[config.mk]
export PLATFORM = sky130hd
export DESIGN_NAME = face_candidate_collector
export DESIGN_NICKNAME = d
export VERILOG_FILES = /design/src/rtl/face_detect_pkg.sv /design/src/rtl/face_result_fifo.sv /design/src/rtl/face_candidate_collector.sv
export SDC_FILE = /design/constraint.sdc
export NUM_CORES = 1
export LEC_CHECK = 0
export ABC_AREA = 1
export CAP_MARGIN = 20
export CORE_UTILIZATION = 57
export DETAILED_ROUTE_END_ITERATION = 10
export DONT_BUFFER_PORTS = 1
export PLACE_DENSITY = 0.75
export SLEW_MARGIN = 20
export SYNTH_ARGS = -nofsm -noshare
export SYNTH_HDL_FRONTEND = slang
export SYNTH_SLANG_ARGS = --single-unit
export TNS_END_PERCENT = 100
[constraint.sdc]
create_clock -name clk_fpga -period 3.1 [get_ports clk_fpga]
set_clock_uncertainty 0.15 [all_clocks]
set_input_delay 0.465 -clock clk_fpga [delete_from_list [all_inputs] [get_ports clk_fpga]]
set_output_delay 0.465 -clock clk_fpga [all_outputs]
set_load 0.05 [all_outputs]
[src/rtl/face_detect_pkg.sv]
// Shared types for the face-detection cascade result path.
package face_detect_pkg;

  localparam int unsigned COORD_W = 12;

  typedef logic [COORD_W-1:0] coord_t;

  typedef struct packed {
    coord_t x;
    coord_t y;
  } face_result_t;

  typedef enum logic [1:0] {
    ST_IDLE    = 2'd0,
    ST_COLLECT = 2'd1,
    ST_DECIDE  = 2'd2
  } fsm_state_e;

endpackage

[src/rtl/face_result_fifo.sv]
// Show-ahead result FIFO; head entry visible whenever non-empty, reads as zero when empty.
module face_result_fifo #(
  parameter int unsigned DEPTH = 8,
  parameter int unsigned WIDTH = 24
) (
  input  logic             clk_i,
  input  logic             rst_ni,
  input  logic             push_i,
  input  logic             pop_i,
  input  logic [WIDTH-1:0] data_i,
  output logic [WIDTH-1:0] data_o,
  output logic             valid_o,
  output logic             full_o
);

  localparam int unsigned PTR_W = (DEPTH > 1) ? $clog2(DEPTH) : 1;
  localparam int unsigned CNT_W = $clog2(DEPTH + 1);

  logic [WIDTH-1:0] mem_q [DEPTH];
  logic [PTR_W-1:0] wr_ptr_q, rd_ptr_q;
  logic [CNT_W-1:0] count_q;
  logic             do_push, do_pop, is_full, is_empty;

  assign is_empty = (count_q == '0);
  assign is_full  = (count_q == CNT_W'(DEPTH));
  assign do_pop   = pop_i && !is_empty;
  // A pop in the same cycle frees the slot needed by a push into a full FIFO.
  assign do_push  = push_i && (!is_full || do_pop);

  assign valid_o = !is_empty;
  assign full_o  = is_full;
  assign data_o  = is_empty ? '0 : mem_q[rd_ptr_q];

  always_ff @(posedge clk_i) begin
    if (do_push) mem_q[wr_ptr_q] <= data_i;
  end

  always_ff @(posedge clk_i or negedge rst_ni) begin
    if (!rst_ni) begin
      wr_ptr_q <= '0;
      rd_ptr_q <= '0;
      count_q  <= '0;
    end else begin
      if (do_push) wr_ptr_q <= wr_ptr_q + PTR_W'(1);
      if (do_pop)  rd_ptr_q <= rd_ptr_q + PTR_W'(1);
      case ({do_push, do_pop})
        2'b10:   count_q <= count_q + CNT_W'(1);
        2'b01:   count_q <= count_q - CNT_W'(1);
        default: count_q <= count_q;
      endcase
    end
  end

endmodule

[src/rtl/face_candidate_collector.sv]
// Gathers per-stage cascade verdicts for one window and queues accepted faces.
// Optional CASCADE_EARLY_REJECT_EN: finish a window on the first failing stage.
module face_candidate_collector
  import face_detect_pkg::*;
#(
  parameter int unsigned NUM_STAGE     = 10,
  parameter int unsigned DATA_WIDTH_12 = 12,
  parameter int unsigned FIFO_DEPTH    = 8
) (
  input  logic                     clk_fpga,
  input  logic                     reset_fpga,
  input  logic                     i_window_valid,
  input  logic [DATA_WIDTH_12-1:0] i_window_x,
  input  logic [DATA_WIDTH_12-1:0] i_window_y,
  input  logic [NUM_STAGE-1:0]     i_stage_done,
  input  logic [NUM_STAGE-1:0]     i_candidate,
  input  logic                     i_face_ready,
  output logic                     o_busy,
  output logic                     o_window_done,
  output logic                     o_face_valid,
  output logic [DATA_WIDTH_12-1:0] o_face_x,
  output logic [DATA_WIDTH_12-1:0] o_face_y,
  output logic                     o_fifo_full,
  output logic [15:0]              o_drop_count
);

  localparam int unsigned ENTRY_W = 2 * DATA_WIDTH_12;

  fsm_state_e               state_q, state_d;
  logic [DATA_WIDTH_12-1:0] x_q, x_d, y_q, y_d;
  logic [NUM_STAGE-1:0]     done_q, done_d, pass_q, pass_d;
  logic                     window_done_q, window_done_d;
  logic [15:0]              drop_q, drop_d;

  logic                     face_c, pop_c, push_c;
  logic                     fifo_valid, fifo_full;
  logic [ENTRY_W-1:0]       fifo_head;

  assign face_c = (state_q == ST_DECIDE) && (&done_q) && (&pass_q);
  assign pop_c  = fifo_valid && i_face_ready;
  assign push_c = face_c;

  always_ff @(posedge clk_fpga or negedge reset_fpga) begin
    if (!reset_fpga) begin
      state_q       <= ST_IDLE;
      x_q           <= '0;
      y_q           <= '0;
      done_q        <= '0;
      pass_q        <= '0;
      window_done_q <= 1'b0;
      drop_q        <= '0;
    end else begin
      state_q       <= state_d;
      x_q           <= x_d;
      y_q           <= y_d;
      done_q        <= done_d;
      pass_q        <= pass_d;
      window_done_q <= window_done_d;
      drop_q        <= drop_d;
    end
  end

  always_comb begin
    state_d       = state_q;
    x_d           = x_q;
    y_d           = y_q;
    done_d        = done_q;
    pass_d        = pass_q;
    window_done_d = 1'b0;
    drop_d        = drop_q;

    case (state_q)
      ST_IDLE: begin
        if (i_window_valid) begin
          x_d     = i_window_x;
          y_d     = i_window_y;
          done_d  = '0;
          pass_d  = '0;
          state_d = ST_COLLECT;
        end
      end

      ST_COLLECT: begin
        // A repeated pulse for a finished stage replaces its earlier verdict.
        done_d = done_q | i_stage_done;
        pass_d = (pass_q & ~i_stage_done) | (i_candidate & i_stage_done);
`ifdef CASCADE_EARLY_REJECT_EN
        if ((|(i_stage_done & ~i_candidate)) || (&done_d)) state_d = ST_DECIDE;
`else
        if (&done_d) state_d = ST_DECIDE;
`endif
      end

      ST_DECIDE: begin
        window_done_d = 1'b1;
        state_d       = ST_IDLE;
        if (face_c && fifo_full && !pop_c && (drop_q != 16'hFFFF)) begin
          drop_d = drop_q + 16'd1;
        end
      end

      default: state_d = ST_IDLE;
    endcase
  end

  face_result_fifo #(
    .DEPTH (FIFO_DEPTH),
    .WIDTH (ENTRY_W)
  ) u_fifo (
    .clk_i   (clk_fpga),
    .rst_ni  (reset_fpga),
    .push_i  (push_c),
    .pop_i   (pop_c),
    .data_i  ({x_q, y_q}),
    .data_o  (fifo_head),
    .valid_o (fifo_valid),
    .full_o  (fifo_full)
  );

  assign o_busy        = (state_q != ST_IDLE);
  assign o_window_done = window_done_q;
  assign o_face_valid  = fifo_valid;
  assign o_face_x      = fifo_head[ENTRY_W-1:DATA_WIDTH_12];
  assign o_face_y      = fifo_head[DATA_WIDTH_12-1:0];
  assign o_fifo_full   = fifo_full;
  assign o_drop_count  = drop_q;

endmodule

After elaboration in Yosys (flattened, before gate mapping):

Memory sizes are Yosys's and may differ from the RTL's.
Cells that the tools add are included.

* register bits: 73
* RAM bits: 192
* input port bits: 48
* output and inout port bits: 44
* logic and storage cells: 64
* memories kept: 1

Memory list
* u_fifo.mem_q: depth 8, bits a word 24, read ports 1, clocked after memory_dff 0, write ports 1, RTL line face_result_fifo.sv:19 `logic [WIDTH-1:0] mem_q [DEPTH];`

* add/subtract/negate cells: 5
* equality and inequality tests: 8
* muxes and demuxes: 11
* bitwise gates (word level): 5
* reductions and logical operators: 24

Operators by type and width (number)
* one-hot mux 10 bit (2 select lines): 2
* AND reduction 10 bit: 3
* two-way mux 24 bit: 1
* AND 10 bit: 2
* OR 10 bit: 2
* adder 16 x 1 -> 16 bit (second input constant): 1
* != test 16 bit (second input constant): 1
* two-way mux 10 bit: 1
* inverter 10 bit: 1
* logical AND 1 bit: 8
* one-hot mux 4 bit (2 select lines): 1
* AND reduction 2 bit: 4
* adder 3 x 1 -> 3 bit (second input constant): 2
* nonzero test 2 bit: 3
* adder 4 x 1 -> 4 bit (second input constant): 1
* == test 2 x 1 -> 1 bit (second input constant): 2
* == test 2 bit (second input constant): 2
* == test 4 bit (second input constant): 1
* zero test 4 bit: 1
* two-way mux 2 bit: 2
* != test 2 bit (second input constant): 2
* one-hot mux 2 bit (2 select lines): 1
* subtractor 4 x 1 -> 4 bit (second input constant): 1
* zero test 1 bit: 3
* 3 further kinds: 5

Logic depth before layout (Yosys ltp):

* word-level depth: 8
* mapped depth: 17
* mapped depth without buffers: 17

Hierarchy:

A second synthesis with hierarchy kept.

* cell total of the unflattened synthesis: 1062
* area, all modules: 11270.8 µm²

By module, submodules not included
* face_result_fifo: times used 1, cells each 672, area each 8199.1 µm², sequential area each 6015.8 µm²
* face_candidate_collector: times used 1, cells each 390, area each 3071.7 µm², sequential area each 1576.5 µm²

Worst setup path before layout:

OpenSTA, ideal clock, no wires.

* path kind: reg-to-reg
* start point: register done_q[5]
* end point: memory u_fifo.mem_q[3][0], enable pin
* library setup time: 0.435 ns
* arrival time: 2.748 ns
* slack: -0.233 ns
* cell stages (with the launch flop): 9
* buffers on the path: 0
* cell sequence: dfrtp_1 -> nand2_1 -> nor2_4 -> nand3_1 -> nor2_1 -> nand2_1 -> nor2_2 -> nand2_1 -> nor3_1

* longest elaborated chain between the ends: 6

RTL lines
* from (decl): RTL line face_candidate_collector.sv:31 `logic [NUM_STAGE-1:0] done_q, done_d, pass_q, pass_d;`
* from (signal assigned): RTL line face_candidate_collector.sv:56 `done_q <= done_d;`
* AND reduction 10 bit: RTL line face_candidate_collector.sv:39 `assign face_c = (state_q == ST_DECIDE) && (&done_q) && (&pass_q);`
* logical AND 1 bit (2 in series): RTL line face_candidate_collector.sv:39
* logical AND 1 bit: RTL line face_result_fifo.sv:28 `assign do_push = push_i && (!is_full || do_pop);`
* two-way mux 1 bit: RTL line face_result_fifo.sv:35 `if (do_push) mem_q[wr_ptr_q] <= data_i;`
* two-way mux 1 bit (implied by the code): RTL line face_result_fifo.sv:35
* to (decl): RTL line face_result_fifo.sv:19

No other way between the ends.

Worst setup path in the final report:

* start point: register u_fifo.rd_ptr_q[1]
* end point: output o_face_x[2]

* longest elaborated chain between the ends: 2

RTL lines
* from (decl): RTL line face_result_fifo.sv:20 `logic [PTR_W-1:0] wr_ptr_q, rd_ptr_q;`
* from (signal assigned): RTL line face_result_fifo.sv:45 `if (do_pop) rd_ptr_q <= rd_ptr_q + PTR_W'(1);`
* memory read (8 x 24 bit)
* two-way mux 24 bit: RTL line face_result_fifo.sv:32 `assign data_o = is_empty ? '0 : mem_q[rd_ptr_q];`
* to (decl): RTL line face_candidate_collector.sv:21 `output logic [DATA_WIDTH_12-1:0] o_face_x,`

No other way between the ends.

==> results.toml <==
[outcome]
status = "finished, final reports clean"

[sta]
clock.fmax_ghz = 0.337
setup_tns_ps = 0
setup_ws_ps = 128
slew_headroom = 0.485
setup_viol = 0
drv_slew = 0
period_share = 0.959
hold_violations = 0
fin_crit_ps = 2970
whs_ps = 6.52
tightest_slew_ps = 770

[critical_path]
worst-path-max-fanout = 16
cp-start-kind = "flop"
setup.worst_path.end_class = "primary output"
worstPathArrival_ps = 2360
crit_type = "flop to primary output"
startpoint = "u_fifo.rd_ptr_q[1]"
timing.rr.start = "u_fifo.count_q[0]"
critPathRequiredTime_ps = 2480

[clock_tree]
cts.path.max_buffers = 3
htree_num_levels = 1
cts_tree = "done"
post-cts-setup-buffers = 0
cts.reportedPaths.clkPinSlew_ps = 60
cts_root_buf = "clkbuf_16"
clock_latency_ps = 530
cts.sinks = 265
cts_made_buffers = 27

[global_route]
grt_pass1_wl_mm = 37.8
gr-total-overflow = 0
top_usage_layer = "met2"
grt.met3_usage = 0.0408
grt.met2_usage = 0.419
grt_pass1_vias = 7417
grtUsageMet1 = 0.321
grt_use_total = 0.244
grt_start_max_net_pins = 98
antenna_found_initial = 0

[drt]
avgRoutedWirePerCell_um = 17.5
num_vias = 7552
drtIter0Drc = 648
drc = 0
first_pass_iters = 5
vias_per_cell = 5.54
antenna_left = 0
drt-total-wl_mm = 23.8

[floorplanning]
ioPinCount = 92
die-area_um2 = 19900
initial_utilization = 0.586
die_h_um = 141
die_x_um = 141
rows = 50
coreArea_um2 = 18800

[final_layout]
num-fill-cells = 1322
nets = 1136
drive_above_1_share = 0.117
final_cell_area_um2 = 12900
register_area_um2 = 7590
antenna_cells = 0
fin_util = 0.687
layout.cells.non_filler = 1362
area_growth_pct = 17.2
multi_input_area_um2 = 3060

[yosys]
synthesis.area_um2 = 11000
yosys_register_bits = 265
yosys-top-cells-area = "edfxtp_1, dfrtp_1, nand2_1, o21ai_0, nor2_1"
syn-num-nets = 1063
synth_cells = 1009
synth_top_cells_by_count = "edfxtp_1, nand2_1, nor2_1, o21ai_0, dfrtp_1"
yosys_warnings = 0
synth.most_common_cell = "edfxtp_1"
ys_seq_area_frac = 0.688
synth_area_leader_cell = "edfxtp_1"
ys.flop_type = "edfxtp_1"
syn_area_per_cell_um2 = 10.9
synth_edf_count = 192
async_flop_share = 0.275
synth_top_area_share = 0.523
synth_cell_types = 36

[job]
maxCapViolCount = 0

[placement]
portBuffers = 0
hpwl_mm = 13.6
pre_cts_ws_ps = 642
dp_cells = 1273
gp_congestion = 0.846
post_dp_cell_area_um2 = 11600

[pwr]
total_power_mw = 12.9
p_leak_nw = 5.07
vdd_drop_max_mv = 0.532
power.density_nw_per_um2 = 998

[min_path]
hp-start = "i_stage_done[4]"
min_path_type = "primary input to flop"
## per-layer routing
layer,wire [um],vias up
met4,415,0
met1,10000,3633
met3,1590,34
met2,11800,256
met5,0,-
li1,-,3629
## path summary, 6_finish.rpt
path / to / slack (ps) / cells after the start
max in group asynchronous: u_fifo.rd_ptr_q[0] / 2040 / 2
worst max register to register: u_fifo.count_q[3] / 680 / 15
worst max-delay path: o_face_x[2] / 130 / 7
worst min register to register: done_q[4] / 380 / 2
min in group asynchronous: y_q[9] / 370 / 2
worst min-delay path: done_q[4] / 7 / 2
## placed cells by master, fill, tap and decap left out, types with 2 or more instances in the layout
cell type / count
edfxtp_1: 192
nand2_1: 191
nor2_1: 169
o21ai_0: 131
dfrtp_1: 72
inv_1: 51
buf_4: 48
dlygate4sd3_1: 39
clkbuf_16: 27
a31oi_1: 25
o22ai_1: 24
o21ai_1: 16
nand3_1: 15
nand4_1: 10
nor3_2: 9
nand3b_1: 7
nor2_2: 5
inv_2: 5
nand2_2: 5
clkinv_2: 5
nor3_1: 5
ha_1: 5
clkinv_1: 5
clkbuf_1: 5
xor2_1: 4
clkbuf_8: 4
nor2_4: 3
bufinv_16: 3
buf_12: 3
nand3_2: 2
nor3_4: 2
nor4_1: 2
xnor2_1: 2
## registers in the layout, summed over array words and instances, names as in the netlist
register         count
u_fifo.wr_ptr_q      3
x_q                 12
o_drop_count        16
o_window_done        1
u_fifo.mem_q       192
u_fifo.count_q       4
u_fifo.rd_ptr_q      3
done_q              10
state_q              2
y_q                 12
pass_q              10
## critical path, stage by stage (launching register included)
cell and delay (ps):
dfrtp_1 400, inv_1 280, buf_4 300, o21ai_0 110
o22ai_1 110, o21ai_0 170, a31oi_1 230, buf_4 230
## cell families after synthesis
kind of cell	after synthesis	synth area share
xor gates and xnor gates	7	0.00624
and+or+nand+nor	427	0.164
buffers and inverters	106	0.0391
AOI/OAI and AO/OA	198	0.0956
adders and majority gates	6	0.00748
DFF	265	0.688
## where the power goes
part	internal [mW]	switching (mW)	leakage, nW	total, mW
Sequential	4.48	0.488	2.65	4.97
Clock	1.94	1.30	0.438	3.23
Combinational	1.43	3.28	1.99	4.71
Total	7.84	5.06	5.07	12.9
## area by class of cell
cell class,count,area share
clock buffers,36,0.0579
clock inverters,13,0.0106
inverters,58,0.0171
multi-input cells,638,0.236
flip-flops and latches,265,0.587
well taps,260,0.0252
repair buffers,92,0.0657
## repair_timing
action | CTS | global route
hold buffers | 40 | 0
setup endpoints to repair | 0 | 5
endpoints found under the hold margin | 111 | 0
gates resized for setup | 0 | 3
Note: power is estimated with default switching activity, not from simulation.
